<file path="src/rtl/core_pkg.sv">
// Shared types and constants for the instruction fetch path.
package core_pkg;

  localparam int PC_W = 16;

  typedef logic [31:0]     ins_t;
  typedef logic [PC_W-1:0] pc_t;

  localparam ins_t NOP              = 32'h0000_0013;
  localparam pc_t  DEFAULT_RESET_PC = 16'h0000;

endpackage

</file>
<file path="src/rtl/fetch_fifo.sv">
// Synchronous FIFO of {pc, ins} pairs; clear overrides push and pop.
module fetch_fifo
  import core_pkg::*;
#(
  parameter int DEPTH = 2,
  parameter int AW    = 16,
  parameter int CW    = $clog2(DEPTH + 1)
) (
  input  logic          clk,
  input  logic          rstn,
  input  logic          i_push,
  input  logic [AW-1:0] i_push_pc,
  input  ins_t          i_push_ins,
  input  logic          i_pop,
  input  logic          i_clear,
  output logic [CW-1:0] o_count,
  output logic [AW-1:0] o_head_pc,
  output ins_t          o_head_ins
);

  localparam int PW = $clog2(DEPTH);

  logic [AW-1:0] r_pc_mem  [DEPTH];
  ins_t          r_ins_mem [DEPTH];
  logic [PW-1:0] r_wr_ptr;
  logic [PW-1:0] r_rd_ptr;
  logic [CW-1:0] r_cnt;

  function automatic logic [PW-1:0] next_ptr(input logic [PW-1:0] p);
    return (p == PW'(DEPTH - 1)) ? '0 : p + PW'(1);
  endfunction

  // NOTE: sequential state uses non-blocking assignments so every register
  // samples pre-edge values regardless of statement order.
  always_ff @(posedge clk or negedge rstn) begin
    if (!rstn) begin
      // NOTE: storage is reset so the head reads zero straight out of reset;
      // this keeps the memory in flops rather than a RAM macro.
      for (int i = 0; i < DEPTH; i++) begin
        r_pc_mem[i]  <= '0;
        r_ins_mem[i] <= '0;
      end
      r_wr_ptr <= '0;
      r_rd_ptr <= '0;
      r_cnt    <= '0;
    end else if (i_clear) begin
      r_wr_ptr <= '0;
      r_rd_ptr <= '0;
      r_cnt    <= '0;
    end else begin
      if (i_push) begin
        r_pc_mem[r_wr_ptr]  <= i_push_pc;
        r_ins_mem[r_wr_ptr] <= i_push_ins;
        r_wr_ptr            <= next_ptr(r_wr_ptr);
      end
      if (i_pop) begin
        r_rd_ptr <= next_ptr(r_rd_ptr);
      end
      r_cnt <= r_cnt + CW'(i_push) - CW'(i_pop);
    end
  end

  assign o_count    = r_cnt;
  assign o_head_pc  = r_pc_mem[r_rd_ptr];
  assign o_head_ins = r_ins_mem[r_rd_ptr];

endmodule

</file>
<file path="src/rtl/ifetch.sv">
// Instruction fetch: issues word-aligned SRAM reads, buffers responses and
// hands {pc, ins} pairs to decode; a redirect flushes and restarts fetch.
module ifetch
  import core_pkg::*;
#(
  parameter int            AW       = 16,
  parameter int            DEPTH    = 2,
  parameter logic [AW-1:0] RESET_PC = DEFAULT_RESET_PC
) (
  input  logic          clk,
  input  logic          rstn,
  output logic [AW-1:0] ins_a,
  output logic          ins_e,
  input  ins_t          ins,
  input  logic          redir_e,
  input  logic [AW-1:0] redir_pc,
  output logic          dec_vld,
  input  logic          dec_rdy,
  output ins_t          dec_ins,
  output logic [AW-1:0] dec_pc
);

  localparam int CW = $clog2(DEPTH + 1);

  logic [AW-1:0] r_pc;
  logic          r_infl_q;
  logic [AW-1:0] r_infl_pc_q;

  logic [CW-1:0] w_cnt;
  logic          w_pop;
  logic          w_push;
  logic          w_issue;
  logic [CW:0]   w_need;
  logic [CW:0]   w_cap;
  logic          w_unused_lo;

  assign w_pop  = dec_vld & dec_rdy;
  assign w_push = r_infl_q & ~redir_e;

  // Issue only when the response is guaranteed a slot; a same-cycle pop frees one.
  assign w_need  = {1'b0, w_cnt} + (CW+1)'(r_infl_q);
  assign w_cap   = (CW+1)'(DEPTH) + (CW+1)'(w_pop);
  // Gating with rstn keeps the strobe low for the whole reset, not just after an edge.
  assign w_issue = rstn & ~redir_e & (w_need < w_cap);

  assign ins_e       = w_issue;
  assign ins_a       = r_pc;
  assign dec_vld     = (w_cnt != '0);
  assign w_unused_lo = ^redir_pc[1:0];

  always_ff @(posedge clk or negedge rstn) begin
    if (!rstn) begin
      r_pc        <= RESET_PC;
      r_infl_q    <= 1'b0;
      r_infl_pc_q <= '0;
    end else if (redir_e) begin
      r_pc     <= {redir_pc[AW-1:2], 2'b00};
      r_infl_q <= 1'b0;
    end else begin
      r_infl_q <= w_issue;
      if (w_issue) begin
        r_pc        <= r_pc + AW'(4);
        r_infl_pc_q <= r_pc;
      end
    end
  end

  fetch_fifo #(
    .DEPTH (DEPTH),
    .AW    (AW),
    .CW    (CW)
  ) u_fifo (
    .clk        (clk),
    .rstn       (rstn),
    .i_push     (w_push),
    .i_push_pc  (r_infl_pc_q),
    .i_push_ins (ins),
    .i_pop      (w_pop & ~redir_e),
    .i_clear    (redir_e),
    .o_count    (w_cnt),
    .o_head_pc  (dec_pc),
    .o_head_ins (dec_ins)
  );

endmodule

</file>
<file path="config.mk">
export PLATFORM = sky130hd
export DESIGN_NAME = ifetch
export DESIGN_NICKNAME = d
export VERILOG_FILES = /design/src/rtl/core_pkg.sv /design/src/rtl/fetch_fifo.sv /design/src/rtl/ifetch.sv
export SDC_FILE = /design/constraint.sdc
export NUM_CORES = 1
export LEC_CHECK = 0
export ABC_AREA = 1
export CAP_MARGIN = 20
export CORE_ASPECT_RATIO = 0.9
export CORE_MARGIN = 2
export CORE_UTILIZATION = 54
export CTS_CLUSTER_DIAMETER = 50
export DETAILED_ROUTE_END_ITERATION = 10
export HOLD_SLACK_MARGIN = 0.15
export PLACE_DENSITY = 0.93
export SLEW_MARGIN = 10
export SYNTH_ARGS = -nofsm -noshare
export SYNTH_HDL_FRONTEND = slang
export SYNTH_HIERARCHICAL = 1
export SYNTH_SLANG_ARGS = --single-unit
</file>
<file path="constraint.sdc">
create_clock -name clk -period 3.8 [get_ports clk]
set_input_delay 0.57 -clock clk [delete_from_list [all_inputs] [get_ports clk]]
set_output_delay 0.57 -clock clk [all_outputs]
set_load 0.05 [all_outputs]
</file>
==> flow_summary.toml, run 1 <==
[cts]
cts_tree = "done"
cts_made_buffers = 17
post_cts_buffers = 0
cts-htree-levels = 4
cts_resized = 0
clk_pin_slew_ns = 0.05
cts-root-buf = "clkbuf_16"
cts-hold-fix-buffers = 0
worstSkewPairLatency_ns = 0.40
cts_buffer_depth = 2
cts_sinks = 129

[pwr]
ir_drop_uv = 358.5
fin_total_pwr_mw = 5.142
power_leakage_nw = 3.733
p_per_area_nw_per_um2 = 661.5

[floorplanning]
die_w_microns = 114.8
coreArea_sq_um = 10810
start_util_pct = 55.17
num_rows = 36
die_area_sq_um = 11900
dieHeight_microns = 103.7
io_pins = 118

[synthesis]
yosysWarnings = 6
syn-instance-count = 645
ys_async_sr_fraction_pct = 100.0
ys.flop_type = "dfrtp_1"
yosys.area.top_type = "dfrtp_1"
synth-edff-count = 0
yosysSeqAreaShare_pct = 54.12
ys_ff_latch = 129
synth_area_sq_um = 5964
syn_avg_cell_area_sq_um = 9.247
yosysMostFrequentCell = "nand2_1"
synth_area_leaders = "dfrtp_1 (54%), nand2_1 (10%), o21ai_1 (6.7%)"
ys_types = 29
yosysTopAreaCellShare_pct = 54.12
synthTopCellsByCount = "nand2_1 (165), dfrtp_1 (129), o21ai_1 (80), inv_1 (74), nand3_1 (36)"

[timing]
clock.fmax_mhz = 335.3
worstMarginPinSlew_ns = 0.5778
finalSetupTns_ns = 0
min_period_ns = 2.983
maxSlewViolCount = 0
slew_headroom_pct = 61.34
grt_setup_unrepaired = "no"
setup_viol = 0
fin_crit_sh_pct = 78.49
hold_violations = 0
fin_skew_ns = 0.007635

[global_routing]
overflow = 0
antenna_found_initial = 0
grt_max_degree = 97
grt_pass1_vias = 4728
grt_first_pass_wirelength_microns = 21540
grt_usage_pct = 22.75

[hold_path]
holdCritPathClass = "in2async"

[critical_path]
reg2reg_depth = 8
worst-path-max-fanout = 17
r2r_setup_slack_ns = 1.79
crit_path_end_kind = "primary output"
required_ns = 3.23
reg2reg_from = "u_fifo/o_count[0]"
cp.arrival_ns = 2.41
start_kind = "primary input"
path_class = "in2out"
r2r-end = "ins_a[5]"

[place]
dp_hpwl_microns = 8499
gp_congestion = 0.8317
buffer_ports.inserted = 113

[final_layout]
nets = 808
area_delta_synth_final_pct = 30.31
drive_gt1_share_pct = 11.01
antenna_cells = 0
fin_util_pct = 71.90

[routing]
first_pass_iters = 5
ant_nets = 0
dr_total_vias = 4718
drc = 0
wl_microns = 12890
wl_per_cell_microns = 14.39
viasPerCell = 5.266
drt_iter0_drc = 394

[job]
maxCapViolCount = 0

[run_status]
status = "completed"
## area by class of cell
class                      count  area, sq um
inverter                      77        290.3
sequential                   129         3229
timing repair buffer         119         1229
clock inverter                10        158.9
tap                          133        166.4
clock buffer                  21        460.4
fill                         780         3038
multi-input combinational    407         2238
## report_power, final
group	total [mW]	switching, mW	leakage [nW]	internal (mW)
clock	1.68	0.551	0.299	1.13
sequential	1.82	0.173	1.67	1.65
combinational	1.64	1.04	1.76	0.596
## worst max path at each step
stage	startpoint	to	slack, ns	cells past startpoint
global route	redir_e	ins_e	0.70	8
detailed placement	redir_e	u_fifo/r_ins_mem[30]	0.77	4
floorplan	u_fifo/o_count[1]	ins_e	1.84	5
finish	redir_e	ins_e	0.82	8
global placement	redir_e	u_fifo/r_ins_mem[30]	0.87	4
CTS	redir_e	ins_e	0.83	8
## metal layers
metal	global-route usage, %	vias to the layer above	share of wire [%]
met5	0	-	0
met4	7.917	0	0.72
met3	4.857	11	5.2
met2	37.49	155	50
met1	29.89	2255	44
li1	-	2297	-
## registers in the layout, summed over array words and instances, names as in the netlist
signal and count:
ins_a 14, r_infl_pc_q 14, r_infl_q 1, u_fifo/o_count 2
u_fifo/r_ins_mem 64, u_fifo/r_pc_mem 32, u_fifo/r_rd_ptr 1, u_fifo/r_wr_ptr 1
## worst max-delay path, cell delays in order
cell and delay, ns:
clkdlybuf4s50_1 0.52, buf_4 0.25, clkinv_2 0.15, nand2_2 0.08, nor2_4 0.12, inv_2 0.06, a21oi_4 0.36, buf_4 0.28
## through the flow
step                hold WS (ns)  setup slack, ns  area (sq um)  instances
floorplan                 0.2744            1.841          5976        648
global placement          0.4587           0.8696          7106        863
detailed placement        0.4665           0.7676          7106        863
CTS                       0.1734           0.8290          7725        894
global route              0.1977           0.6972          7772        896
finish                    0.1536           0.8174          7772        896
## cells by family (layout without fill, tap and decap cells)
group	after synthesis	count (layout)	share of synthesized area [%]
and+or+nand+nor	226	226	16.07
xor gates and xnor gates	4	4	0.5875
muxes	48	48	9.062
other	1	4	0.06287
buffers and inverters	112	227	8.664
DFF	129	129	54.12
AOI/OAI and AO/OA	120	120	10.38
adders and majority gates	5	5	1.049
## layout by cell type, fill, tap and decap left out
cell	count
clkinvlp_4	2
clkdlybuf4s50_1	111
clkinv_4	1
nand3_2	2
mux2_2	33
clkinv_2	4
clkbuf_8	2
nand2_2	2
nand4_1	5
xor2_1	3
dfrtp_2	1
buf_16	1
buf_4	4
clkbuf_16	17
nand2_1	165
nor2_1	11
buf_12	3
mux2_1	15
clkbuf_1	2
ha_1	5
a21oi_4	1
bufinv_16	4
nand3_1	36
inv_2	2
o21ai_1	80
conb_1	4
a21boi_0	3
inv_1	74
xnor2_1	1
dfrtp_1	128
nor2_4	1
nand3b_4	1
a21oi_1	3
nor2_2	2
o21ai_0	33
nand3_4	1
Power figures use the tool's default switching activity.
==> inputs of run 2 (changes only) <==
- CORE_UTILIZATION: 54 -> 47
- PLACE_DENSITY: 0.93 -> 0.87
- clock period: 3.8 -> 2.6 ns (I/O delays scaled with it)
==> run 2 against run 1 <==
Compared with the run above:
- sequential power is 46% higher
- first-iteration DRC count shrank 23%
- sequential share of layout area is 0.27 points lower
- flip-flop and latch count stayed put
- via count fell by 1.2%
- global-route usage is 2.9 points lower
- count of clock-buffer cells in the layout stayed put
- largest power group unchanged
==> flow_summary.toml, run 2 (same netlist as run 1, synthesis figures left out) <==
[global_routing]
grt_pass1_vias = 4457
grt_usage_pct = 19.88
grt_max_degree = 69
overflow = 0
antenna_found_initial = 0
grt_first_pass_wirelength_microns = 21310

[timing]
hold_violations = 0
min_period_ns = 2.497
finalSetupTns_ns = 0
maxSlewViolCount = 0
fin_skew_ns = 0.004168
fin_crit_sh_pct = 96.05
whs_ns = 0.3981
worstMarginPinSlew_ns = 0.7451
grt_setup_unrepaired = "no"
setup_viol = 0
slew_headroom_pct = 50.33
clock.fmax_mhz = 400.4

[pwr]
power_frac_seq_pct = 36.5
combPwrFrac_pct = 32.6
fin_total_pwr_mw = 7.281
intPower_mw = 4.694
p_per_area_nw_per_um2 = 930.8
p_switching_mw = 2.587
power_leakage_nw = 3.972
ir_drop_uv = 421.7
clockPowerShare_pct = 30.9
swShare_pct = 35.54

[critical_path]
worst-path-max-fanout = 32
reg2reg_depth = 6
crit_path_end_kind = "primary output"
reg2reg_from = "u_fifo/o_count[0]"
required_ns = 2.21
r2r-end = "r_infl_pc_q[5]"
r2r_setup_slack_ns = 0.83
path_class = "reg2out"
start_kind = "register"
cp.arrival_ns = 2.11

[final_layout]
multi_input_area_sq_um = 2238
final_common_cell = "nand2_1"
fin_cells = 933
regArea_sq_um = 3229
fillCellCount = 987
most-common-layout-cells = "nand2_1 (165), dfrtp_1 (128), clkdlybuf4s50_1 (86), o21ai_1 (80), inv_1 (74)"
nets = 814
largestRegisters = "u_fifo/r_ins_mem x64, u_fifo/r_pc_mem x32"
antenna_cells = 0
area_delta_synth_final_pct = 31.15
largest_reg_flops = 64
drive_gt1_share_pct = 12.35
largest-register = "u_fifo/r_ins_mem"
fin_util_pct = 62.38

[cts]
cts_made_buffers = 17
cts_buffer_depth = 2
post_cts_buffers = 0
cts-root-buf = "clkbuf_16"
cts_sinks = 129
cts-htree-levels = 4
worstSkewPairLatency_ns = 0.41
clk_pin_slew_ns = 0.06
cts_tree = "done"

[routing]
first_pass_iters = 5
wl_microns = 12820
drt_iter0_drc = 302
ant_nets = 0
viasPerCell = 4.997
dr_total_vias = 4662
drc = 0
wl_per_cell_microns = 13.74

[floorplanning]
die_w_microns = 122.7
die_area_sq_um = 13610
dieHeight_microns = 110.9
num_rows = 39
start_util_pct = 47.56
io_pins = 118
coreArea_sq_um = 12540

[place]
dp_hpwl_microns = 8373
gp_congestion = 0.8205
buffer_ports.inserted = 113
placed_cells = 901

[run_status]
status = "completed"

[hold_path]
holdCritPathClass = "in2async"

[job]
maxCapViolCount = 0
run 2: area by class of cell:
cell class | instances | share of cell area, %
clock buffers | 21 | 5.758
well taps | 164 | 2.623
clock inverters | 10 | 1.440
multi-input cells | 407 | 28.61
repair buffers | 125 | 16.57
inverters | 77 | 3.711
flip-flops and latches | 129 | 41.28
run 2: worst max path at each step:
| stage | slack, ns | start | depth (start not counted) | end |
|---|---|---|---|---|
| floorplan | 0.82 | u_fifo/o_count[1] | 5 | ins_e |
| global placement | 0.43 | redir_e | 7 | r_infl_pc_q[13] |
| detailed placement | 0.40 | redir_e | 7 | r_infl_pc_q[5] |
| CTS | 0.02 | u_fifo/r_rd_ptr | 3 | dec_pc[0] |
| global route | 0.03 | u_fifo/r_rd_ptr | 3 | dec_pc[8] |
| finish | 0.10 | u_fifo/r_rd_ptr | 3 | dec_pc[8] |
run 2: timing repair:
action                                  in CTS  in global routing
resized for setup                            0                 18
endpoints found under the setup margin       0                 18
hold endpoints to repair                    14                  0
hold buffers                                 1                  0
run 2: through the flow:
step | setup WS [ns] | cell area [sq um]
after floorplan | 0.8214 | 5976
after global placement | 0.4251 | 7204
after detailed placement | 0.3961 | 7204
after CTS | 0.02490 | 7777
after global routing | 0.02525 | 7823
final | 0.1026 | 7823
run 2: per-layer routing:
layer	vias up	wire length, microns	global-route usage, %
met3	14	796	6.276
li1	2303	-	-
met4	0	157	5.747
met5	-	0	0
met2	140	6130	31.01
met1	2205	5738	26.61
run 2: power by group through the flow:
stage,Combinational (mW),Clock (mW),Sequential [mW]
floorplan,1.55,0,2.73
global route,2.54,2.41,2.71
detailed placement,2.38,0,2.68
finish,2.37,2.25,2.66
CTS,2.40,2.31,2.66
global placement,2.34,0,2.66
run 2: worst max-delay path: stages, from the launching register on:
cell	delay, ns
dfrtp_2	0.38
buf_12	0.21
mux2_1	0.38
clkdlybuf4s50_1	0.71
==> inputs of run 3 (changes only) <==
- CORE_UTILIZATION: 47 -> 40
- PLACE_DENSITY: 0.87 -> 0.77
- REMOVE_ABC_BUFFERS: unset -> 1
==> run 3 against run 2 <==
Compared with the run above:
- clock skew is 0.0020 ns higher
- hold slack worse by 0.22 ns
- core utilization is 8.7 points lower
- die area increased by 17%
- register-to-register slack got worse by 0.06 ns
- critical path type unchanged
- critical endpoint is now dec_ins[15]
- global-route usage fell by 3.3 points
==> flow_summary.toml, run 3 (same netlist as run 1, synthesis figures left out) <==
[run_status]
status = "completed"

[pwr]
power_leakage_nw = 3.769
ir_drop_uv = 465.9
fin_total_pwr_mw = 7.524
p_per_area_nw_per_um2 = 955.4

[floorplanning]
io_pins = 118
dieHeight_microns = 119.8
die_area_sq_um = 15910
num_rows = 42
start_util_pct = 40.68
coreArea_sq_um = 14660
die_w_microns = 132.7

[place]
dp_hpwl_microns = 7818
placed_cells = 933
gp_congestion = 0.8046
buffer_ports.inserted = 113
pre_cts_ws_ns = 0.4713
place_area_sq_um = 7242

[critical_path]
reg2reg_depth = 7
r2r-end = "ins_a[10]"
cpPeakStageDelay_ns = 0.72
required_ns = 2.21
path_class = "reg2out"
crit_path_end_kind = "primary output"
r2r_setup_slack_ns = 0.77
cp.arrival_ns = 2.12
crit_path_end = "dec_ins[15]"
worst-path-max-fanout = 36
startpoint = "u_fifo/r_rd_ptr"
crit_chain = "buf_12 > mux2_2 > clkdlybuf4s50_1"
reg2reg_from = "u_fifo/o_count[0]"
slowest_stage = "clkdlybuf4s50_1"
start_kind = "register"

[cts]
clk_pin_slew_ns = 0.05
cts-htree-levels = 4
post_cts_buffers = 0
cts_made_buffers = 17
cts_buffer_depth = 2
cts-root-buf = "clkbuf_16"
cts-hold-fix-buffers = 0
cts_resized = 0
worstSkewPairLatency_ns = 0.40
cts_sinks = 129
cts_tree = "done"

[timing]
worstMarginPinSlew_ns = 0.6809
slew_headroom_pct = 54.61
grt_setup_unrepaired = "no"
min_period_ns = 2.513
finalSetupTns_ns = 0
whs_ns = 0.1751
clock.fmax_mhz = 398.0
maxSlewViolCount = 0
fin_crit_sh_pct = 96.64
setup_viol = 0
fin_skew_ns = 0.006129
timing.final.ws_setup_ns = 0.08733
hold_violations = 0

[final_layout]
fin_util_pct = 53.71
area_delta_synth_final_pct = 32.03
fin_cells = 964
nets = 811
antenna_cells = 0
final_common_cell = "nand2_1"
largest-register = "u_fifo/r_ins_mem"
most-common-layout-cells = "nand2_1 (165), dfrtp_1 (128), clkdlybuf4s50_1 (103), o21ai_1 (80), inv_1 (74)"
final_area_sq_um = 7875
largest_reg_flops = 64
drive_gt1_share_pct = 12.01
largestRegisters = "u_fifo/r_ins_mem x64, u_fifo/r_pc_mem x32"

[global_routing]
grt_usage_pct = 16.62
overflow = 0
grt_first_pass_wirelength_microns = 21100
grt_max_degree = 130
antenna_found_initial = 0
grt_pass1_vias = 4393

[routing]
drt_iter0_drc = 342
drc = 0
ant_nets = 0
wl_per_cell_microns = 12.87
dr_total_vias = 4629
first_pass_iters = 5
viasPerCell = 4.802
wl_microns = 12410

[hold_path]
holdCritPathClass = "in2async"

[job]
maxCapViolCount = 0
run 3: how the worst min path moves through the flow:
stage,from,to
6_report,rstn,u_fifo/r_ins_mem[15]
2_1_floorplan,rstn,ins_a[10]
3_5_place_dp,u_fifo/r_pc_mem[24],u_fifo/r_pc_mem[24]
4_1_cts,rstn,u_fifo/r_pc_mem[1]
3_3_place_gp,u_fifo/r_pc_mem[17],u_fifo/r_pc_mem[17]
5_1_grt,rstn,u_fifo/r_ins_mem[15]
run 3: final cells by class:
class                      instances  area [sq um]
fill                            1293          6787
sequential                       129          3229
multi-input combinational        407          2238
timing repair buffer             122          1236
clock buffer                      27         513.0
inverter                          77         290.3
tap                              198         247.7
clock inverter                     4         120.1
run 3: where the power goes:
part | total, mW | leakage, nW | internal (mW) | switching, mW
Clock | 2.51 | 0.308 | 1.73 | 0.783
Sequential | 2.65 | 1.67 | 2.41 | 0.239
Combinational | 2.36 | 1.79 | 0.863 | 1.50
run 3: per-layer routing:
metal  vias to the layer above  track usage [%]  part of all wire, %
met5                         -                0                    0
li1                       2302                -                    -
met3                         6            5.661                  6.7
met2                       162            24.84                   46
met1                      2159            22.84                   47
met4                         0            5.309                 0.85
run 3: worst max-delay path, delay by kind of cell, from the launching register on:
family	cells	cell delay [ns]
buf+inv	2	0.94
flops	1	0.38
mux	1	0.37
